File: config.mk
export PLATFORM = sky130hd
export DESIGN_NAME = fp_add_seq
export DESIGN_NICKNAME = d
export VERILOG_FILES = /design/src/rtl/fp_add_seq.sv
export SDC_FILE = /design/constraint.sdc
export NUM_CORES = 1
export LEC_CHECK = 0
export BUFFER_PORTS_ARGS = -buffer_cell sky130_fd_sc_hd__buf_4
export CORE_ASPECT_RATIO = 1.5
export CORE_MARGIN = 5
export CORE_UTILIZATION = 50
export CTS_CLUSTER_DIAMETER = 30
export CTS_CLUSTER_SIZE = 40
export DETAILED_ROUTE_END_ITERATION = 6
export PLACE_DENSITY = 0.68
export SYNTH_ARGS = -nofsm -noshare
export SYNTH_HDL_FRONTEND = slang
export SYNTH_SLANG_ARGS = --single-unit
File: constraint.sdc
create_clock -name clk -period 7.5 [get_ports clk]
set_input_delay 0.75 -clock clk [delete_from_list [all_inputs] [get_ports clk]]
set_output_delay 0.75 -clock clk [all_outputs]
set_load 0.1 [all_outputs]
File: src/rtl/fp_add_seq.sv
// Multi-cycle floating-point adder/subtractor with start/done handshake,
// round-to-nearest-even and overflow/underflow/invalid flags.
module fp_add_seq #(
    parameter int EXP_W  = 8,
    parameter int FRAC_W = 23,
    localparam int W     = 1 + EXP_W + FRAC_W
) (
    input  logic         clk,
    input  logic         reset,
    input  logic         start,
    input  logic         op,
    input  logic [W-1:0] a,
    input  logic [W-1:0] b,
    output logic [W-1:0] y,
    output logic         busy,
    output logic         done,
    output logic         ovf,
    output logic         unf,
    output logic         nv,
    output logic [2:0]   state_dbg
);
    // Handshake: start is sampled only in IDLE and the operands are captured on
    // that edge; busy stays high until the edge leaving DONE; done pulses for
    // exactly one cycle with y and the flags valid from that cycle on.

    localparam int SW = FRAC_W + 4;  // {hidden, frac, guard, round, sticky}
    localparam int AW = SW + 1;      // plus carry
    localparam int EW = EXP_W + 1;   // room for exponent growth past all-ones

    localparam logic [W-1:0] QNAN = {1'b0, {EXP_W{1'b1}}, 1'b1, {(FRAC_W-1){1'b0}}};

    typedef enum logic [2:0] {
        S_IDLE  = 3'd0,
        S_ALIGN = 3'd1,
        S_ADD   = 3'd2,
        S_NORM  = 3'd3,
        S_ROUND = 3'd4,
        S_DONE  = 3'd5
    } state_t;

    state_t         state;
    logic [W-1:0]   a_r, b_r;
    logic [SW-1:0]  big_sig, small_sig;
    logic [AW-1:0]  sum_r;
    logic [EW-1:0]  exp_r;
    logic           sign_r, eff_sub;

    assign state_dbg = state;

    // Operand decode, special cases and alignment of the captured operands.
    logic              sa, sb, a_zero, b_zero, a_inf, b_inf, a_nan, b_nan, a_big;
    logic [EXP_W-1:0]  ea, eb, big_exp_c, shift_c;
    logic [FRAC_W-1:0] fa, fb;
    logic [SW-1:0]     sig_a, sig_b, small_raw, shifted, small_al_c;
    logic              lost, special_c, special_nv;
    logic [W-1:0]      special_y;

    always_comb begin
        sa = a_r[W-1];
        sb = b_r[W-1];
        ea = a_r[W-2:FRAC_W];
        eb = b_r[W-2:FRAC_W];
        fa = a_r[FRAC_W-1:0];
        fb = b_r[FRAC_W-1:0];

        a_zero = (ea == '0);
        b_zero = (eb == '0);
        a_inf  = (ea == '1) && (fa == '0);
        b_inf  = (eb == '1) && (fb == '0);
        a_nan  = (ea == '1) && (fa != '0);
        b_nan  = (eb == '1) && (fb != '0);

        // Denormals are flushed: a zero exponent yields a zero significand.
        sig_a = {!a_zero, {FRAC_W{!a_zero}} & fa, 3'b000};
        sig_b = {!b_zero, {FRAC_W{!b_zero}} & fb, 3'b000};
        a_big = (ea > eb) || ((ea == eb) && (fa >= fb));

        big_exp_c = a_big ? ea : eb;
        shift_c   = a_big ? (ea - eb) : (eb - ea);
        small_raw = a_big ? sig_b : sig_a;
        shifted   = small_raw >> shift_c;
        lost      = |(small_raw & ~({SW{1'b1}} << shift_c));
        small_al_c = {shifted[SW-1:1], shifted[0] | lost};

        special_c  = 1'b1;
        special_nv = 1'b0;
        special_y  = '0;
        if (a_nan || b_nan || (a_inf && b_inf && (sa != sb))) begin
            special_y  = QNAN;
            special_nv = 1'b1;
        end else if (a_inf) begin
            special_y = {sa, {EXP_W{1'b1}}, {FRAC_W{1'b0}}};
        end else if (b_inf) begin
            special_y = {sb, {EXP_W{1'b1}}, {FRAC_W{1'b0}}};
        end else if (a_zero && b_zero) begin
            special_y = {sa & sb, {(W-1){1'b0}}};
        end else begin
            special_c = 1'b0;
        end
    end

    // Round to nearest even on guard/round/sticky, with same-cycle renormalise.
    logic              round_up, ovf_c;
    logic [FRAC_W+1:0] mant_rnd;
    logic [EW-1:0]     exp_rnd;
    logic [FRAC_W-1:0] frac_rnd;

    always_comb begin
        round_up = sum_r[2] & (sum_r[1] | sum_r[0] | sum_r[3]);
        mant_rnd = {1'b0, sum_r[SW-1:3]} + (FRAC_W+2)'(round_up);
        exp_rnd  = exp_r + EW'(mant_rnd[FRAC_W+1]);
        frac_rnd = mant_rnd[FRAC_W+1] ? mant_rnd[FRAC_W:1] : mant_rnd[FRAC_W-1:0];
        ovf_c    = (exp_rnd >= {1'b0, {EXP_W{1'b1}}});
    end

    always_ff @(posedge clk or posedge reset) begin
        if (reset) begin
            state     <= S_IDLE;
            y         <= '0;
            busy      <= 1'b0;
            done      <= 1'b0;
            ovf       <= 1'b0;
            unf       <= 1'b0;
            nv        <= 1'b0;
            a_r       <= '0;
            b_r       <= '0;
            big_sig   <= '0;
            small_sig <= '0;
            sum_r     <= '0;
            exp_r     <= '0;
            sign_r    <= 1'b0;
            eff_sub   <= 1'b0;
        end else begin
            case (state)
                S_IDLE: begin
                    if (start) begin
                        a_r   <= a;
                        b_r   <= {b[W-1] ^ op, b[W-2:0]};
                        ovf   <= 1'b0;
                        unf   <= 1'b0;
                        nv    <= 1'b0;
                        busy  <= 1'b1;
                        state <= S_ALIGN;
                    end
                end
                S_ALIGN: begin
                    if (special_c) begin
                        y     <= special_y;
                        nv    <= special_nv;
                        done  <= 1'b1;
                        state <= S_DONE;
                    end else begin
                        big_sig   <= a_big ? sig_a : sig_b;
                        small_sig <= small_al_c;
                        exp_r     <= {1'b0, big_exp_c};
                        sign_r    <= a_big ? sa : sb;
                        eff_sub   <= sa ^ sb;
                        state     <= S_ADD;
                    end
                end
                S_ADD: begin
                    sum_r <= eff_sub ? ({1'b0, big_sig} - {1'b0, small_sig})
                                     : ({1'b0, big_sig} + {1'b0, small_sig});
                    state <= S_NORM;
                end
                S_NORM: begin
                    if (sum_r == '0) begin
                        y     <= '0;
                        done  <= 1'b1;
                        state <= S_DONE;
                    end else if (sum_r[AW-1]) begin
                        sum_r <= {1'b0, sum_r[AW-1:2], sum_r[1] | sum_r[0]};
                        exp_r <= exp_r + 1'b1;
                    end else if (!sum_r[SW-1]) begin
                        // Cancellation that would reach exponent 0 flushes to zero.
                        if (exp_r == EW'(1)) begin
                            y     <= '0;
                            unf   <= 1'b1;
                            done  <= 1'b1;
                            state <= S_DONE;
                        end else begin
                            sum_r <= sum_r << 1;
                            exp_r <= exp_r - 1'b1;
                        end
                    end else begin
                        state <= S_ROUND;
                    end
                end
                S_ROUND: begin
                    if (ovf_c) begin
                        y <= {sign_r, {EXP_W{1'b1}}, {FRAC_W{1'b0}}};
                    end else begin
                        y <= {sign_r, exp_rnd[EXP_W-1:0], frac_rnd};
                    end
                    ovf   <= ovf_c;
                    done  <= 1'b1;
                    state <= S_DONE;
                end
                S_DONE: begin
                    done  <= 1'b0;
                    busy  <= 1'b0;
                    state <= S_IDLE;
                end
                default: state <= S_IDLE;
            endcase
        end
    end
endmodule
* Word-level counts from Yosys, hierarchy flattened
Index checks and enable logic that the tools add are counted.
** Operators by class
- $add $sub $neg :: 8
- $mul :: 0
- Div/mod/pow operators :: 0
- Order comparisons :: 3
- Equal/unequal tests :: 23
- Shifts and indexed selects :: 2
- Mux-type cells :: 55
- Bitwise operators :: 12
- Reduce and logical (&&, ||, !) cells :: 42
** Operator list (number)
- $mux W32 :: 9
- $mux W27 :: 5
- $pmux W32 S3 :: 1
- $mux W28 :: 2
- $pmux W28 S2 :: 1
- $and A23 B23 Y23 :: 2
- $logic_not A23 Y1 :: 2
- $reduce_bool A23 Y1 :: 2
- $mux W9 :: 5
- $mux W31 :: 1
- $add A27 B27 Y28 :: 1
- $logic_not A28 Y1 :: 1
- $sub A27 B27 Y28 :: 1
- $and A27 B27 Y27 :: 1
- $not A27 Y27 :: 1
- $reduce_or A27 Y1 :: 1
- $shl A27 B8 Y27 const A :: 1
- $shr A27 B8 Y27 :: 1
- $add A24 B1 Y25 :: 1
- $ge A23 B23 Y1 :: 1
- $mux W23 :: 1
- $mux W3 :: 6
- $pmux W9 S2 :: 1
- $eq A8 B8 Y1 const B :: 2
- other kinds (37) :: 95
** Word-level totals
- Flip-flop bits (word level) :: 197
- Latch bits :: 0
- RAM bits :: 0
- Memory bits (read-only) :: 0
- Bits of input ports :: 68
- Output and inout bits :: 40
- Word-level logic and storage cells :: 161
- Memories kept :: 0

* Longest topological paths before layout
Gate-level depths: netlist (run 1).
- Depth in word-level cells :: 9
- Mapped depth :: 21
- Gate-level depth less buffers :: 20

* Worst setup path after synthesis (run 1)
OpenSTA, ideal clock, no wires.
- Kind :: register -> register
- Start point :: register sum_r[2]
- End point :: register y[22]
- Setup time :: 83 ps
- Arrival time :: 4246 ps
- Required time :: 7417 ps
- Path slack :: 3171 ps
- Cell stages (with the launch flop) :: 22
- Buffers on the path :: 1
- Period minus slack after synthesis :: 4329 ps
- Cell sequence :: dfrtp_1 > and2_1 > ha_1 > and4_1 > and4_1 > inv_1 > nor2_1 > inv_1 > or3_1 > clkbuf_1 > inv_1 > ha_1 > ha_1 > nand3_1 > nor2_1 > nand3_1 > xor2_1 > a21boi_0 > nand2_1 > a21oi_1 > a32oi_1 > o21ai_0
** On the way
- Word-level cells in the longest chain between the ends :: 6
- Elaborated cells on any way between the ends :: 13
- Classes of those cells :: add/sub: 2; order compare: 1; eq/ne: 3; mux: 4; bitwise: 1; reduce/logical: 2
** Ends and longest elaborated chain
- from (decl) :: line 44 : logic [AW-1:0] sum_r;
- from (signal assigned) :: line 162 : sum_r <= eff_sub ? ({1'b0, big_sig} - {1'b0, small_sig})
- from (signal assigned) :: line 172 : sum_r <= {1'b0, sum_r[AW-1:2], sum_r[1] | sum_r[0]};
- from (signal assigned) :: line 182 : sum_r <= sum_r << 1;
- $and A1 B1 Y1 :: line 109 : round_up = sum_r[2] & (sum_r[1] | sum_r[0] | sum_r[3]);
- $add A24 B1 Y25 :: line 110 : mant_rnd = {1'b0, sum_r[SW-1:3]} + (FRAC_W+2)'(round_up);
- $add A9 B1 Y9 :: line 111 : exp_rnd = exp_r + EW'(mant_rnd[FRAC_W+1]);
- $ge A9 B8 Y1 :: line 113 : ovf_c = (exp_rnd >= {1'b0, {EXP_W{1'b1}}});
- $mux W31 :: line 190 : if (ovf_c) begin
- $pmux W32 S3 :: line 134 : case (state)
- to (signal assigned) :: line 148 : y <= special_y;
- to (signal assigned) :: line 191 : y <= {sign_r, {EXP_W{1'b1}}, {FRAC_W{1'b0}}};
- to (signal assigned) :: line 193 : y <= {sign_r, exp_rnd[EXP_W-1:0], frac_rnd};
- to (decl) :: line 14 : output logic [W-1:0] y,
Parallel ways exist; a longest one is shown, timed or not.
A chain may end at the register's enable or synchronous reset.

* Worst setup path after layout (run 1)
- Start point :: register a_r[23]
- End point :: register small_sig[0]
** On the way
- Word-level cells in the longest chain between the ends :: 9
- Elaborated cells on any way between the ends :: 31
- Classes of those cells :: add/sub: 2; order compare: 1; eq/ne: 2; shift: 2; mux: 6; bitwise: 5; reduce/logical: 13
** Ends and longest elaborated chain
- from (decl) :: line 42 : logic [W-1:0] a_r, b_r;
- from (signal assigned) :: line 125 : a_r <= '0;
- from (signal assigned) :: line 137 : a_r <= a;
- branches (longest 9 deep; another with $gt A8 B8 Y1)
- to (signal assigned) :: line 154 : small_sig <= small_al_c;
- to (decl) :: line 43 : logic [SW-1:0] big_sig, small_sig;
Parallel ways; which one is timed is not known.

==> results.cfg, run 1 <==
[outcome]
status = finished clean

[worst_setup_path]
path_common_cell = buf_4
crit_path_start_kind = flop
worstSetupPathType = reg -> reg
cp.required_ps = 7890
critPathMaxStageDelay_ps = 770
crit_family = compound AO/OA/AOI/OAI gates
path_cells = inv_1, ha_1, buf_4, nand3_1, a21oi_1, o41a_1, nand2_2, buf_4, mux2i_1, buf_4, a2111oi_0, nor3_1, a211oi_1, a32o_1, nor4_1, a32oi_1
arrival_ps = 5920
cp_slowest_cell = a2111oi_0
critPathMaxFanout = 40
endpoint_kind = flop
worst-path-buf-inv = 4

[sta]
hold_viol_final = 0
skew_ps = 18.0
rsz0062_at_grt = false
timing.final.max_slew_violations = 0
setup_viol = 0
tightestPinTransition_ps = 1270
clock.fmax_mhz = 181
tns_ps = 0
post-route-period-util_pct = 73.7
period_needed_ps = 5530
max_slew_margin_pct = 14.7

[clocking]
cts_setup_buffers = 0
max-clock-path-buffers = 2
cts_buffers = 17
cts_tree = built
cts_sinks = 194
cts_root_buf = clkbuf_16
insertion_delay_ps = 470
cts_resized = 0
path_clk_slew_ps = 80
htreeDepth = 4
cts_hold_buf = 0

[routing]
avgRoutedWirePerCell_um = 21.0
routed-wl-met3_mm = 2.44
drc = 0
antenna_left = 0
vias_per_cell = 6.28
wirelength_mm = 47.5
initialDrtViolationCount = 1026
highest_layer = met4
m1WireLength_mm = 18.0
dr.pass1.iters = 5
wl_met2_mm = 24.4
vias = 14200

[synthesis]
synth_area_um2 = 14700
ys_warn_count = 0
async_flop_share_pct = 100
synthFlopType = dfrtp_1
syn-num-nets = 1963
synth.avg_cell_area_um2 = 8.08
syn_inst = 1823
netlist.area_leader.share_pct = 33.0
synth_area_leaders = dfrtp_1, ha_1, nand2_1, nor2_1, a21oi_1
yosysTopAreaCell = dfrtp_1
ys_types = 83
synth-seq-cells = 194
yosysSeqAreaShare_pct = 33.0
synth_edf_count = 0

[final_layout]
regArea_um2 = 4850
fillers = 2878
area_growth_pct = 11.0
multiInputGateArea_um2 = 9140
num_antenna_cells = 0
final_nets = 1995
drive_above_1_share_pct = 12.0

[die]
die_h_um = 220
initial_core_util_pct = 50.3
ios = 108
die_x_um = 150
rows = 77
core_area_um2 = 29300
dieArea_um2 = 33000

[flow_run]
maxCapViolCount = 0

[hold_path]
hp-class = in -> reg

[place]
dp_hpwl_mm = 36.2
place.port_buffers = 107
place.gp.congestion = 0.970

[global_route]
grt_pass1_vias = 13800
antenna_found_initial = 0
grt_pass1_wl_mm = 75.6
overflow = 0
grt_max_degree = 138
grt_usage_pct = 29.0
-- per-layer routing --
layer	vias up	global-route usage, %
met4	0	15.8
met5	-	0
met3	142	3.93
met2	562	51.8
li1	6729	-
met1	6771	33.2
-- stage by stage --
step | util, % | instances | setup slack [ps] | area (µm²) | hold slack (ps)
floorplan | - | 1823 | 1470 | 14700 | 445
global placement | 53.8 | 2231 | 2250 | 15800 | 457
detailed placement | 53.8 | 2231 | 2140 | 15800 | 464
CTS | 55.8 | 2263 | 2110 | 16300 | 464
global route | 55.8 | 2263 | 1560 | 16300 | 483
finish | 55.8 | 2263 | 1970 | 16300 | 474
-- path summary, 6_finish.rpt --
check	start	end	slack, ps	depth (start not counted)
max	a_r[23]	small_sig[0]	1970	16
min	b[13]	b_r[13]	470	3
max reg2reg	a_r[23]	small_sig[0]	1970	16
min reg2reg	y[8]	y[8]	480	2
max in group asynchronous	reset	b_r[1]	5640	3
min in group asynchronous	reset	a_r[31]	500	2
-- layout by cell type (no fill, tap or decap), types with 32 or more instances in the layout --
cell type and instances:
nor3_1 42, dfrtp_1 194, nand3_1 47, xnor2_1 46, o21ai_0 142, inv_1 76
ha_1 70, nand2_1 217, mux2_2 36, a21oi_1 147, nor4_1 32, buf_4 129
mux2i_1 47, nor2_1 201
-- final cells by class --
type | count | share of cell area, %
timing repair buffer | 129 | 5.92
multi-input combinational | 1435 | 55.9
tap | 395 | 3.02
inverter | 78 | 1.84
sequential | 194 | 29.7
clock inverter | 13 | 0.949
clock buffer | 19 | 2.65
-- cells by family after synthesis --
logic type	after synthesis	share of synthesized area, %
adder cells (fa/ha/maj)	72	6.22
XOR/XNOR	76	4.57
flip-flops	194	33.0
AO/OA/AOI/OAI	540	23.9
AND/OR/NAND/NOR	658	20.5
multiplexers	89	6.70
buffers and inverters	194	5.08
-- cell usage after synthesis, types with 24 or more instances --
master	instances
a21oi_1	147
a221oi_1	28
a31oi_1	24
clkbuf_1	92
dfrtp_1	194
ha_1	70
inv_1	77
mux2_2	36
mux2i_1	47
nand2_1	217
nand3_1	47
nand4_1	27
nor2_1	202
nor3_1	43
nor4_1	33
o21ai_0	142
xnor2_1	47
xor2_1	28
-- sequential cells by signal, indices dropped and copies added, names as in the netlist --
register and cells:
eff_sub 1, b_r 32, busy 1, exp_r 9
sum_r 28, ovf 1, sign_r 1, y 32
unf 1, big_sig 24, nv 1, done 1
a_r 32, state_dbg 3, small_sig 27
-- worst reg2reg max path, stage by stage (launching register included) --
cell and delay [ps]:
dfrtp_1 420, inv_1 80, ha_1 290, buf_4 450, nand3_1 220, a21oi_1 330
o41a_1 740, nand2_2 400, buf_4 400, mux2i_1 190, buf_4 220, a2111oi_0 770
nor3_1 100, a211oi_1 410, a32o_1 190, nor4_1 60, a32oi_1 190
Power of run 1 is not shown: default switching activity piles up to over one toggle a cycle in this logic, so the estimate is an artifact.
==> inputs of run 2 (changes only) <==
==> constraint.sdc (replaced) <==
create_clock -name clk -period 5.3 [get_ports clk]
set_input_delay 0.53 -clock clk [delete_from_list [all_inputs] [get_ports clk]]
set_output_delay 0.53 -clock clk [all_outputs]
set_load 0.1 [all_outputs]
==> run 2 against run 1 <==
  * The flow now finishes with violations (DRC)
  * First-iteration DRC count is 3.4% higher
  * Register-to-register slack worse by 1600 ps
  * Setup slack worse by 1600 ps
  * Non-clock buffer count increased by 31
  * Fmax grew 13%
  * Sequential cell count is the same
  * Count of clock-buffer cells in the layout down 1
  * Wire length increased by 1.1%
  * Sequential share of layout area fell by 0.44 points
==> results.cfg, run 2 (synthesis gave the netlist of run 1 again) <==
[outcome]
status = complete, but fails checks
failed_checks = DRC

[place]
place.port_buffers = 107
placed_area_um2 = 16000
place.gp.congestion = 1.03
dp_hpwl_mm = 36.9
post-place-ws_ps = 252

[clocking]
cts_sinks = 194
cts_root_buf = clkbuf_16
cts_buffers = 17
insertion_delay_ps = 470
htreeDepth = 4
max-clock-path-buffers = 2
cts_setup_buffers = 0
cts_tree = built
path_clk_slew_ps = 80

[global_route]
overflow = 0
grt_pass1_wl_mm = 76.5
grt_usage_pct = 29.5
grt_max_degree = 126
grt_pass1_vias = 14000
antenna_found_initial = 0

[die]
die_h_um = 220
rows = 77
core_area_um2 = 29300
initial_core_util_pct = 50.3
die_x_um = 150
ios = 108
dieArea_um2 = 33000

[worst_setup_path]
path_cells = inv_1, ha_1, a21oi_1, o21ai_0, o21ba_2, o21ai_0, nor2_1, a2111oi_0, nor3_1, a211oi_1, a32o_1, nor4_1, a32oi_1
endpoint_kind = flop
crit_path_start_kind = flop
path_common_cell = o21ai_0
worst-path-buf-inv = 1
critPathMaxStageDelay_ps = 960
crit_family = compound AO/OA/AOI/OAI gates
worstSetupPathType = reg -> reg
arrival_ps = 5290
critPathMaxFanout = 6
cp.required_ps = 5680
cp_slowest_cell = a2111oi_0

[final_layout]
top_regs = a_r x32, b_r x32, y x32
layout_commonest_cell = nand2_1
design_area_um2 = 16600
final_cell_mix = nand2_1, nor2_1, dfrtp_1
drive_above_1_share_pct = 13.5
area_growth_pct = 12.7
final_nets = 2026
fillers = 2781
num_antenna_cells = 0

[sta]
setup_viol = 0
setup_ws_ps = 391
post-route-period-util_pct = 92.6
rsz0062_at_grt = false
skew_ps = 13.6
timing.final.max_slew_violations = 0
period_needed_ps = 4910
hold_viol_final = 0
tightestPinTransition_ps = 1190
tns_ps = 0
max_slew_margin_pct = 19.8
clock.fmax_mhz = 204

[routing]
antenna_left = 0
avgRoutedWirePerCell_um = 20.9
wirelength_mm = 48.0
dr.pass1.iters = 7
initialDrtViolationCount = 1061
vias_per_cell = 6.23
vias = 14300
drc = 1

[flow_run]
maxCapViolCount = 0

[hold_path]
hp-class = in -> reg
run 2: what timing repair did:
item                                    CTS  global route
hold buffers                              1             0
endpoints found under the setup margin    0            21
hold endpoints to repair                  7             0
gates resized for setup                   0             4
run 2: final cells by class:
cell class	instances	area (µm²)	area share, %
Inverter	78	297	1.79
Clock buffer	18	429	2.59
Tap cell	395	494	2.98
Multi-Input combinational cell	1435	9150	55.1
Sequential cell	194	4850	29.3
Clock inverter	14	153	0.920
Timing Repair Buffer	160	1220	7.33
run 2: worst paths after layout:
| check | start | endpoint | slack, ps | cells after the start |
|---|---|---|---|---|
| max | b_r[8] | small_sig[0] | 390 | 13 |
| min | b[27] | b_r[27] | 250 | 3 |
| max reg2reg | b_r[8] | small_sig[0] | 390 | 13 |
| min reg2reg | y[8] | y[8] | 480 | 2 |
| max in group asynchronous | reset | sum_r[9] | 3700 | 4 |
| min in group asynchronous | reset | y[28] | 560 | 3 |
run 2: layer usage:
layer / global-route usage [%] / routed length, µm
met5: 0 / 0
met4: 17.6 / 2980
met3: 3.97 / 2410
met2: 52.2 / 24400
met1: 33.6 / 18200
run 2: worst min-delay path, stage by stage:
cell	delay, ps
buf_4	70
nand2_1	30
o21ai_0	60
run 2: per-stage QoR:
step / utilization [%] / std cells / hold WS, ps
CTS: 56.6 / 2294 / 244
global placement: 54.6 / 2261 / 453
finish: 56.7 / 2294 / 254
detailed placement: 54.6 / 2261 / 463
global route: 56.7 / 2294 / 268
floorplan: - / 1823 / 445
Power of run 2 is left out for the same reason.
